File: config.mk
export PLATFORM = sky130hd
export DESIGN_NAME = fp_hazard_scoreboard
export DESIGN_NICKNAME = d
export VERILOG_FILES = /design/src/rtl/fp_hazard_scoreboard.sv
export SDC_FILE = /design/constraint.sdc
export NUM_CORES = 1
export LEC_CHECK = 0
export CAP_MARGIN = 20
export CORE_ASPECT_RATIO = 0.75
export CORE_MARGIN = 2
export CORE_UTILIZATION = 55
export DETAILED_ROUTE_END_ITERATION = 10
export HOLD_SLACK_MARGIN = 0.05
export PLACE_DENSITY_LB_ADDON = 0.15
export SYNTH_ARGS = -nofsm -noshare
export SYNTH_HDL_FRONTEND = slang
export SYNTH_SLANG_ARGS = --single-unit
File: constraint.sdc
create_clock -name clk -period 21.9 [get_ports clk]
set_input_delay 3.285 -clock clk [delete_from_list [all_inputs] [get_ports clk]]
set_output_delay 3.285 -clock clk [all_outputs]
set_load 0.02 [all_outputs]
File: src/rtl/fp_hazard_scoreboard.sv
// fp_hazard_scoreboard: RAW/WAW stall, ID/EXE forwarding and a countdown
// scoreboard for long-latency FP results; saturating stall-cycle counter.
//
// Ports:
//   clk, reset              rising-edge clock, async active-high reset
//   src_*_id / src_*_exe    per-source address, FP-file flag, valid
//   rd_mem, rd_wb, we_*     MEM/WB destination and int/FP write enables
//   issue_valid/rd/fp/lat   instruction leaving ID and its result latency
//   stall_id                hold ID (RAW on busy entry or WAW)
//   fwd_id                  per-source take WB result in ID
//   fwd_exe                 per-source 00 regfile, 01 MEM, 10 WB
//   stall_cnt               saturating count of stalled cycles
module fp_hazard_scoreboard #(
  parameter int NUM_SRC = 3,
  parameter int LAT_W   = 5,
  parameter int CNT_W   = 32
) (
  input  logic                 clk,
  input  logic                 reset,
  input  logic [5*NUM_SRC-1:0] src_addr_id,
  input  logic [NUM_SRC-1:0]   src_fp_id,
  input  logic [NUM_SRC-1:0]   src_valid_id,
  input  logic [5*NUM_SRC-1:0] src_addr_exe,
  input  logic [NUM_SRC-1:0]   src_fp_exe,
  input  logic [NUM_SRC-1:0]   src_valid_exe,
  input  logic [4:0]           rd_mem,
  input  logic [4:0]           rd_wb,
  input  logic                 we_int_mem,
  input  logic                 we_fp_mem,
  input  logic                 we_int_wb,
  input  logic                 we_fp_wb,
  input  logic                 issue_valid,
  input  logic [4:0]           issue_rd,
  input  logic                 issue_fp,
  input  logic [LAT_W-1:0]     issue_lat,
  output logic                 stall_id,
  output logic [NUM_SRC-1:0]   fwd_id,
  output logic [2*NUM_SRC-1:0] fwd_exe,
  output logic [CNT_W-1:0]     stall_cnt
);

  localparam int NENT = 64;

  // Entry index is {fp, addr}; {0, x0} is only ever reset, so it reads 0.
  logic [LAT_W-1:0] cnt [NENT];

  logic [NUM_SRC-1:0] raw_hit;
  logic               waw_hit;
  logic [5:0]         iss_idx;
  logic               issue_eff;
  logic [NUM_SRC-1:0] mem_hit;
  logic [NUM_SRC-1:0] wb_hit;

  // Busy means cnt > 1: any bit above bit 0 set.
  function automatic logic busy(logic [LAT_W-1:0] c);
    return |c[LAT_W-1:1];
  endfunction

  // A write hits a source when the file matches and the address matches;
  // integer writes to x0 never hit, f0 is a real register.
  function automatic logic wr_hit(
    logic       fp,
    logic [4:0] a,
    logic       we_i,
    logic       we_f,
    logic [4:0] rd
  );
    return (a == rd) && (fp ? we_f : (we_i && (rd != 5'd0)));
  endfunction

  assign iss_idx = {issue_fp, issue_rd};

  always_comb begin
    raw_hit = '0;
    for (int k = 0; k < NUM_SRC; k++) begin
      raw_hit[k] = src_valid_id[k] &&
        busy(cnt[{src_fp_id[k], src_addr_id[5*k +: 5]}]);
    end
  end

  assign waw_hit  = issue_valid && busy(cnt[iss_idx]);
  assign stall_id = (|raw_hit) || waw_hit;

  assign issue_eff = issue_valid && !stall_id &&
                     (issue_lat != '0) &&
                     !(!issue_fp && (issue_rd == 5'd0));

  always_comb begin
    fwd_id  = '0;
    mem_hit = '0;
    wb_hit  = '0;
    for (int k = 0; k < NUM_SRC; k++) begin
      fwd_id[k] = src_valid_id[k] &&
        wr_hit(src_fp_id[k], src_addr_id[5*k +: 5],
               we_int_wb, we_fp_wb, rd_wb);
      mem_hit[k] = src_valid_exe[k] &&
        wr_hit(src_fp_exe[k], src_addr_exe[5*k +: 5],
               we_int_mem, we_fp_mem, rd_mem);
      wb_hit[k] = src_valid_exe[k] &&
        wr_hit(src_fp_exe[k], src_addr_exe[5*k +: 5],
               we_int_wb, we_fp_wb, rd_wb);
    end
  end

  // MEM is younger than WB, so it wins when both match.
  always_comb begin
    fwd_exe = '0;
    for (int k = 0; k < NUM_SRC; k++) begin
      unique case (1'b1)
        mem_hit[k]:               fwd_exe[2*k +: 2] = 2'b01;
        wb_hit[k] && !mem_hit[k]: fwd_exe[2*k +: 2] = 2'b10;
        default:                  fwd_exe[2*k +: 2] = 2'b00;
      endcase
    end
  end

  // Countdown runs regardless of stall: the FP units are decoupled
  // from the pipeline. A new issue reloads its entry over the decrement.
  always_ff @(posedge clk or posedge reset) begin
    if (reset) begin
      for (int i = 0; i < NENT; i++) begin
        cnt[i] <= '0;
      end
    end else begin
      for (int i = 1; i < NENT; i++) begin
        if (issue_eff && (iss_idx == 6'(i))) begin
          cnt[i] <= issue_lat;
        end else if (cnt[i] != '0) begin
          cnt[i] <= cnt[i] - 1'b1;
        end
      end
    end
  end

  always_ff @(posedge clk or posedge reset) begin
    if (reset) begin
      stall_cnt <= '0;
    end else if (stall_id && !(&stall_cnt)) begin
      stall_cnt <= stall_cnt + 1'b1;
    end
  end

endmodule

After elaboration in Yosys (flattened, before gate mapping)
Index checks and enable logic that the tools add are counted.
{"block": "word_totals", "ramBits": 0, "n_memories": 0, "in_bits": 70, "romBits": 0, "latch_bits": 0, "word_cells": 597, "reg_bits": 347, "out_inout_bits": 42}
{"block": "classes", "n_eq_ne": 72, "n_shift": 0, "bitwise": 4, "div_mod_pow": 0, "add_sub_neg": 64, "reduce_logical": 239, "multipliers": 0, "order_cmp": 4, "mux": 150}
{"cell": "$mux W5", "count": 134}
{"cell": "$reduce_bool A5 Y1", "count": 66}
{"cell": "$sub A5 B1 Y5 const B", "count": 63}
{"cell": "$eq A6 B6 Y1 const B", "count": 32}
{"cell": "$reduce_bool A2 Y1", "count": 63}
{"cell": "$bmux W5 S6", "count": 4}
{"cell": "$eq A6 B5 Y1 const B", "count": 16}
{"cell": "$logic_and A1 B1 Y1", "count": 95}
{"cell": "$eq A6 B4 Y1 const B", "count": 8}
{"cell": "$eq A5 B5 Y1", "count": 9}
{"cell": "$add A32 B1 Y32 const B", "count": 1}
{"cell": "$reduce_and A32 Y1", "count": 1}
{"cell": "$ge A7 B7 Y1 const B", "count": 4}
{"cell": "$not A6 Y7", "count": 4}
{"cell": "$eq A6 B3 Y1 const B", "count": 4}
{"cell": "$reduce_or A4 Y1", "count": 4}
{"cell": "$eq A6 B2 Y1 const B", "count": 2}
{"cell": "$pmux W2 S2", "count": 3}
{"cell": "$mux W1", "count": 9}
{"cell": "$logic_not A1 Y1", "count": 7}
{"cell": "$eq A6 B1 Y1 const B", "count": 1}
{"cell": "$logic_not A5 Y1", "count": 1}
{"cell": "$reduce_or A3 Y1", "count": 1}
{"cell": "$logic_or A1 B1 Y1", "count": 1}

Longest topological paths before layout
{"block": "logic_depth", "ltp_word": 14, "mapped_depth": 14}

Worst setup path after synthesis
No wires, ideal clock.
{"block": "synth_path", "path_type": "input to output", "from": "input port issue_rd[1]", "to": "output port stall_id", "slack_ns": 12.748, "stages": 11, "t_arrival_ns": 5.867, "path_buffers": 4, "path_cell_list": "clkbuf_1 > buf_1 > nand4b_1 > o22a_1 > o221ai_1 > a311oi_1 > a211oi_1 > nor4_2 > nand3_2 > buf_2 > clkbuf_1"}
{"block": "synth_via", "elab_chain_len": 7}
{"item": "from (decl)", "line": "33", "text": "input logic [4:0] issue_rd,"}
{"item": "$not A6 Y7 (not written as such)", "line": "81", "text": "assign waw_hit = issue_valid && busy(cnt[iss_idx]);"}
{"item": "$bmux W5 S6", "line": "81"}
{"item": "$mux W5 (not written as such) (2 in series)", "line": "81"}
{"item": "$reduce_or A4 Y1", "line": "56", "text": "return |c[LAT_W-1:1];"}
{"item": "$logic_and A1 B1 Y1", "line": "81"}
{"item": "$logic_or A1 B1 Y1", "line": "82", "text": "assign stall_id = (|raw_hit) || waw_hit;"}
{"item": "to (decl)", "line": "36", "text": "output logic stall_id,"}
No other way between the ends. The select of a mux whose other input is x is not followed.

Worst setup path after layout
{"block": "layout_path", "from": "input port src_addr_id[6]", "to": "output port stall_id"}
{"block": "layout_via", "elab_chain_len": 8}
{"item": "from (decl)", "line": "20", "text": "input logic [5*NUM_SRC-1:0] src_addr_id,"}
{"item": "$not A6 Y7 (not written as such)", "line": "77", "text": "busy(cnt[{src_fp_id[k], src_addr_id[5*k +: 5]}]);"}
{"item": "$bmux W5 S6", "line": "77"}
{"item": "$mux W5 (not written as such) (2 in series)", "line": "77"}
{"item": "$reduce_or A4 Y1", "line": "56"}
{"item": "$logic_and A1 B1 Y1", "line": "76", "text": "raw_hit[k] = src_valid_id[k] &&"}
{"item": "$reduce_or A3 Y1", "line": "82"}
{"item": "$logic_or A1 B1 Y1", "line": "82"}
No other way between the ends. The select of a mux whose other input is x is not followed.

==> results.md <==
Outcome:
- The run finished with clean final reports.

Routing:
- The first detailed-routing pass took 5 iterations.
- In the final routed layout, each cell accounts on average for approximately 23 µm.
- After the first detailed-routing iteration, the DRC count stood at between 1500 and 2000.
- The post-detailed-routing wire length is about 80 mm.
- The via count is 21300.
- The number of nets with antenna violations after detailed routing is 0.
- The mean number of vias per cell is approximately 6.2.
- In the routed design, unresolved DRC markers number 0.

STA:
- The post-route clock period utilization is 50.2%.
- The minimum clock period after layout is approximately 11000 ps.
- The number of slew-limit violations in the final report is 0.
- The final number of hold-violating endpoints is 0.
- Summed over all failing endpoints, the final setup total negative slack is 0 ps.
- At the pin with the least slew margin, the transition time is 1180 ps.
- On the final layout, the worst clock skew is around 25 ps.
- In this run the tightest slew margin relative to its limit is between 20% and 30%.
- Setup repair after global routing left no endpoint under its margin.
- The final setup violation count is 0.
- Derived from the worst setup path, the maximum achievable clock frequency is ~0.091 GHz.

Synthesis:
- By area the synthesized netlist is led by dfrtp_1 33%, mux2_2 14%, xnor2_1 7.0%, ha_1 6.0%, nor4_4 5.1%.
- dfrtp_1 takes more of the synthesized area than any other cell.
- Counting flops with a built-in enable in the synthesized netlist gives 0.
- The sequential share of the synthesized area is between 30% and 40%.
- The count of mapped cells out of synthesis is about 2700.
- The proportion of netlist area held by the largest area contributor is between 30 and 40%.
- The most instantiated flip-flop cell in the synthesis netlist is dfrtp_1.
- The unique cell type count in the Yosys netlist is between 70 and 80.
- Dividing the synthesized area by the synthesized cell count gives a little under 10 µm².
- The total of flip-flops plus latches after synthesis is approximately 350.
- The most common cell in the netlist is dfrtp_1.
- The mapped netlist covers approximately 26000 µm².
- The total of warnings raised by yosys is 5.
- The net count after synthesis is roughly 2900.
- In the synthesized netlist, the cells that appear most often are 347 x dfrtp_1, 322 x mux2_2, 250 x nor2_1.
- The share of synthesized registers carrying an async set or reset is 100%.

Critical path:
- The biggest cell delay along the critical path is 740 ps.
- Walking the worst path, the cells encountered are clkdlybuf4s50_1, buf_4, clkinv_1, mux4_2, o22ai_1, o21ai_0, o221ai_1, o211ai_1, nand3_4, buf_4, clkdlybuf4s50_1.
- The cell family contributing the most delay on the critical path is buffers and inverters.
- In this run the number of cells on the critical path is 11.
- The library cell contributing the largest single delay on the critical path is clkdlybuf4s50_1.
- The kind of start point of the critical path is a primary input.
- The worst register-to-register path has a setup slack of about 17000 ps.
- Data arrives at the worst endpoint at between 7000 and 8000 ps.
- The sum of buffers and inverters on the critical path is 5.
- The start-to-end type of the worst setup path is primary input to output pin.
- The critical-path maximum fanout is 33.
- STA puts the critical path data required time at approximately 19000 ps.
- The count of cells along the worst register-to-register path is 11.
- The worst setup path is captured at an output pin.

Final layout:
- The layout overhead on the synthesized area is 11.6%.
- After the last flow step, the layout net total stands at approximately 3000.
- The ratio of cells with drive above 1 in the final layout is about a fifth.
- Counting the fill cells in the layout gives roughly 3900.

GRT:
- The number of antenna violations at the first check in global routing is 3.
- Entering global routing, the biggest net connects between 80 and 90 pins.
- For this run the aggregate overflow at the end of global routing stands at 0.
- The first-pass GRT wire length is approximately 120 mm.
- The number of global-route vias before repair is about 21000.
- The global router's overall resource usage is between 30% and 40%.

Clock tree:
- After clock tree synthesis, the clock-pin slew on the worst setup and hold paths is 60 ps.
- The root buffer cell chosen for the clock tree is clkbuf_16.
- The buffer depth of the longest clock path is 3.
- TritonCTS built the clock tree.
- The sink count of the clock tree is ~350.
- The quantity of gates resized following cts is 0.
- The number of setup buffers added after CTS is 0.
- The clock reaches the later pin of the worst-skew pair after 580 ps.
- The H-tree level count is 2.
- The number of buffers added to fix hold violations after cts is 0.
- The clock buffer count from CTS is 40.

Floorplan:
- For this design the top-level I/O count stands at 112.
- The die is 194 µm tall.
- In this run the core area contains between 60 and 70 standard-cell rows.
- The die covers approximately 50000 µm².
- The area of the core is 47300 µm².
- The starting utilization of the core area is a little under three fifths.
- The die is ~260 µm wide.

Min path:
- The worst hold path belongs to the class flop to flop.
- Counting instances, the worst hold path has a depth of 1.

Place:
- The count of buffers from port buffering is around 110.
- The HPWL after detailed placement is between 50 and 60 mm.
- The weighted congestion reported at the end of routability-driven placement is 0.973.

Power and ir drop:
- The power per standard cell area is around 140 nW/µm².
- The leakage power total is 0.0121 µW.
- The maximum vdd drop is between 0.00009 and 0.0001 V.
- After layout, the design draws a total of about 4000 µW.

Job:
- The max-cap violation count is 0.
[per-layer routing]
| layer | global-route usage [%] | vias up | wire (µm) |
|---|---|---|---|
| met5 | 0 | - | 10 |
| met4 | 10.4 | 2 | 2590 |
| met3 | 8.08 | 192 | 7080 |
| met2 | 49.0 | 835 | 34700 |
| met1 | 42.7 | 10500 | 33500 |
| li1 | - | 9773 | - |
[layout make-up]
cell class / count / area (µm²) / area share, %
multi-input combinational: 2052 / 16600 / 56.6
sequential: 347 / 8680 / 29.5
inverter: 149 / 567 / 1.93
timing repair buffer: 153 / 1390 / 4.74
tap: 639 / 800 / 2.72
clock inverter: 10 / 86.3 / 0.294
antenna: 2 / 5.00 / 0.0170
clock buffer: 61 / 1220 / 4.16
[sequential cells by signal (all words and copies together) (netlist names)]
signal and flops:
cnt 315, stall_cnt 32
[cells in the final DEF (no fill, tap or decap), types with 13 or more instances in the layout]
master / instances
dfrtp_1: 347
mux2_2: 322
nor2_1: 250
xnor2_1: 212
nand2_1: 183
nor3_1: 176
inv_1: 144
a21oi_1: 129
ha_1: 127
clkdlybuf4s50_1: 105
a21o_1: 64
nor4_1: 63
nor4_4: 63
mux2i_1: 49
clkbuf_16: 42
mux4_2: 41
buf_4: 41
o21ai_0: 33
nand4_1: 28
nand3_1: 22
xor2_1: 20
nor2b_1: 19
nor4b_1: 18
or4_1: 18
a211oi_1: 16
and3_1: 15
or3_1: 13
[final timing paths]
| kind | startpoint | to |
|---|---|---|
| max in group asynchronous | reset | cnt[167] |
| worst max-delay path | src_addr_id[6] | stall_id |
| worst max register to register | cnt[69] | cnt[6] |
| min in group asynchronous | reset | cnt[43] |
| worst min register to register | stall_cnt[7] | stall_cnt[7] |
| worst min-delay path | stall_cnt[7] | stall_cnt[7] |
[cells by family after synthesis]
group,share of synthesized area [%]
adders and majority gates,6.03
and+or+nand+nor,21.0
xor gates and xnor gates,7.71
DFF,32.9
AOI/OAI and AO/OA,8.66
muxes,19.6
buffers and inverters,4.04
[report_power, final]
part	switching (µW)	internal (µW)
registers	422	962
clock network	279	396
logic	979	1070
[stage by stage]
stage	instances	util, %	hold slack [ps]	instance area [µm²]	setup WS (ps)
after floorplan	2672	-	593	26400	8990
after global placement	3339	59.4	479	28100	11090
after detailed placement	3339	59.4	482	28100	11000
after CTS	3410	62.1	495	29400	10990
after global routing	3411	62.1	509	29400	10800
final	3413	62.2	494	29400	10910
Power figures use the tool's default switching activity.
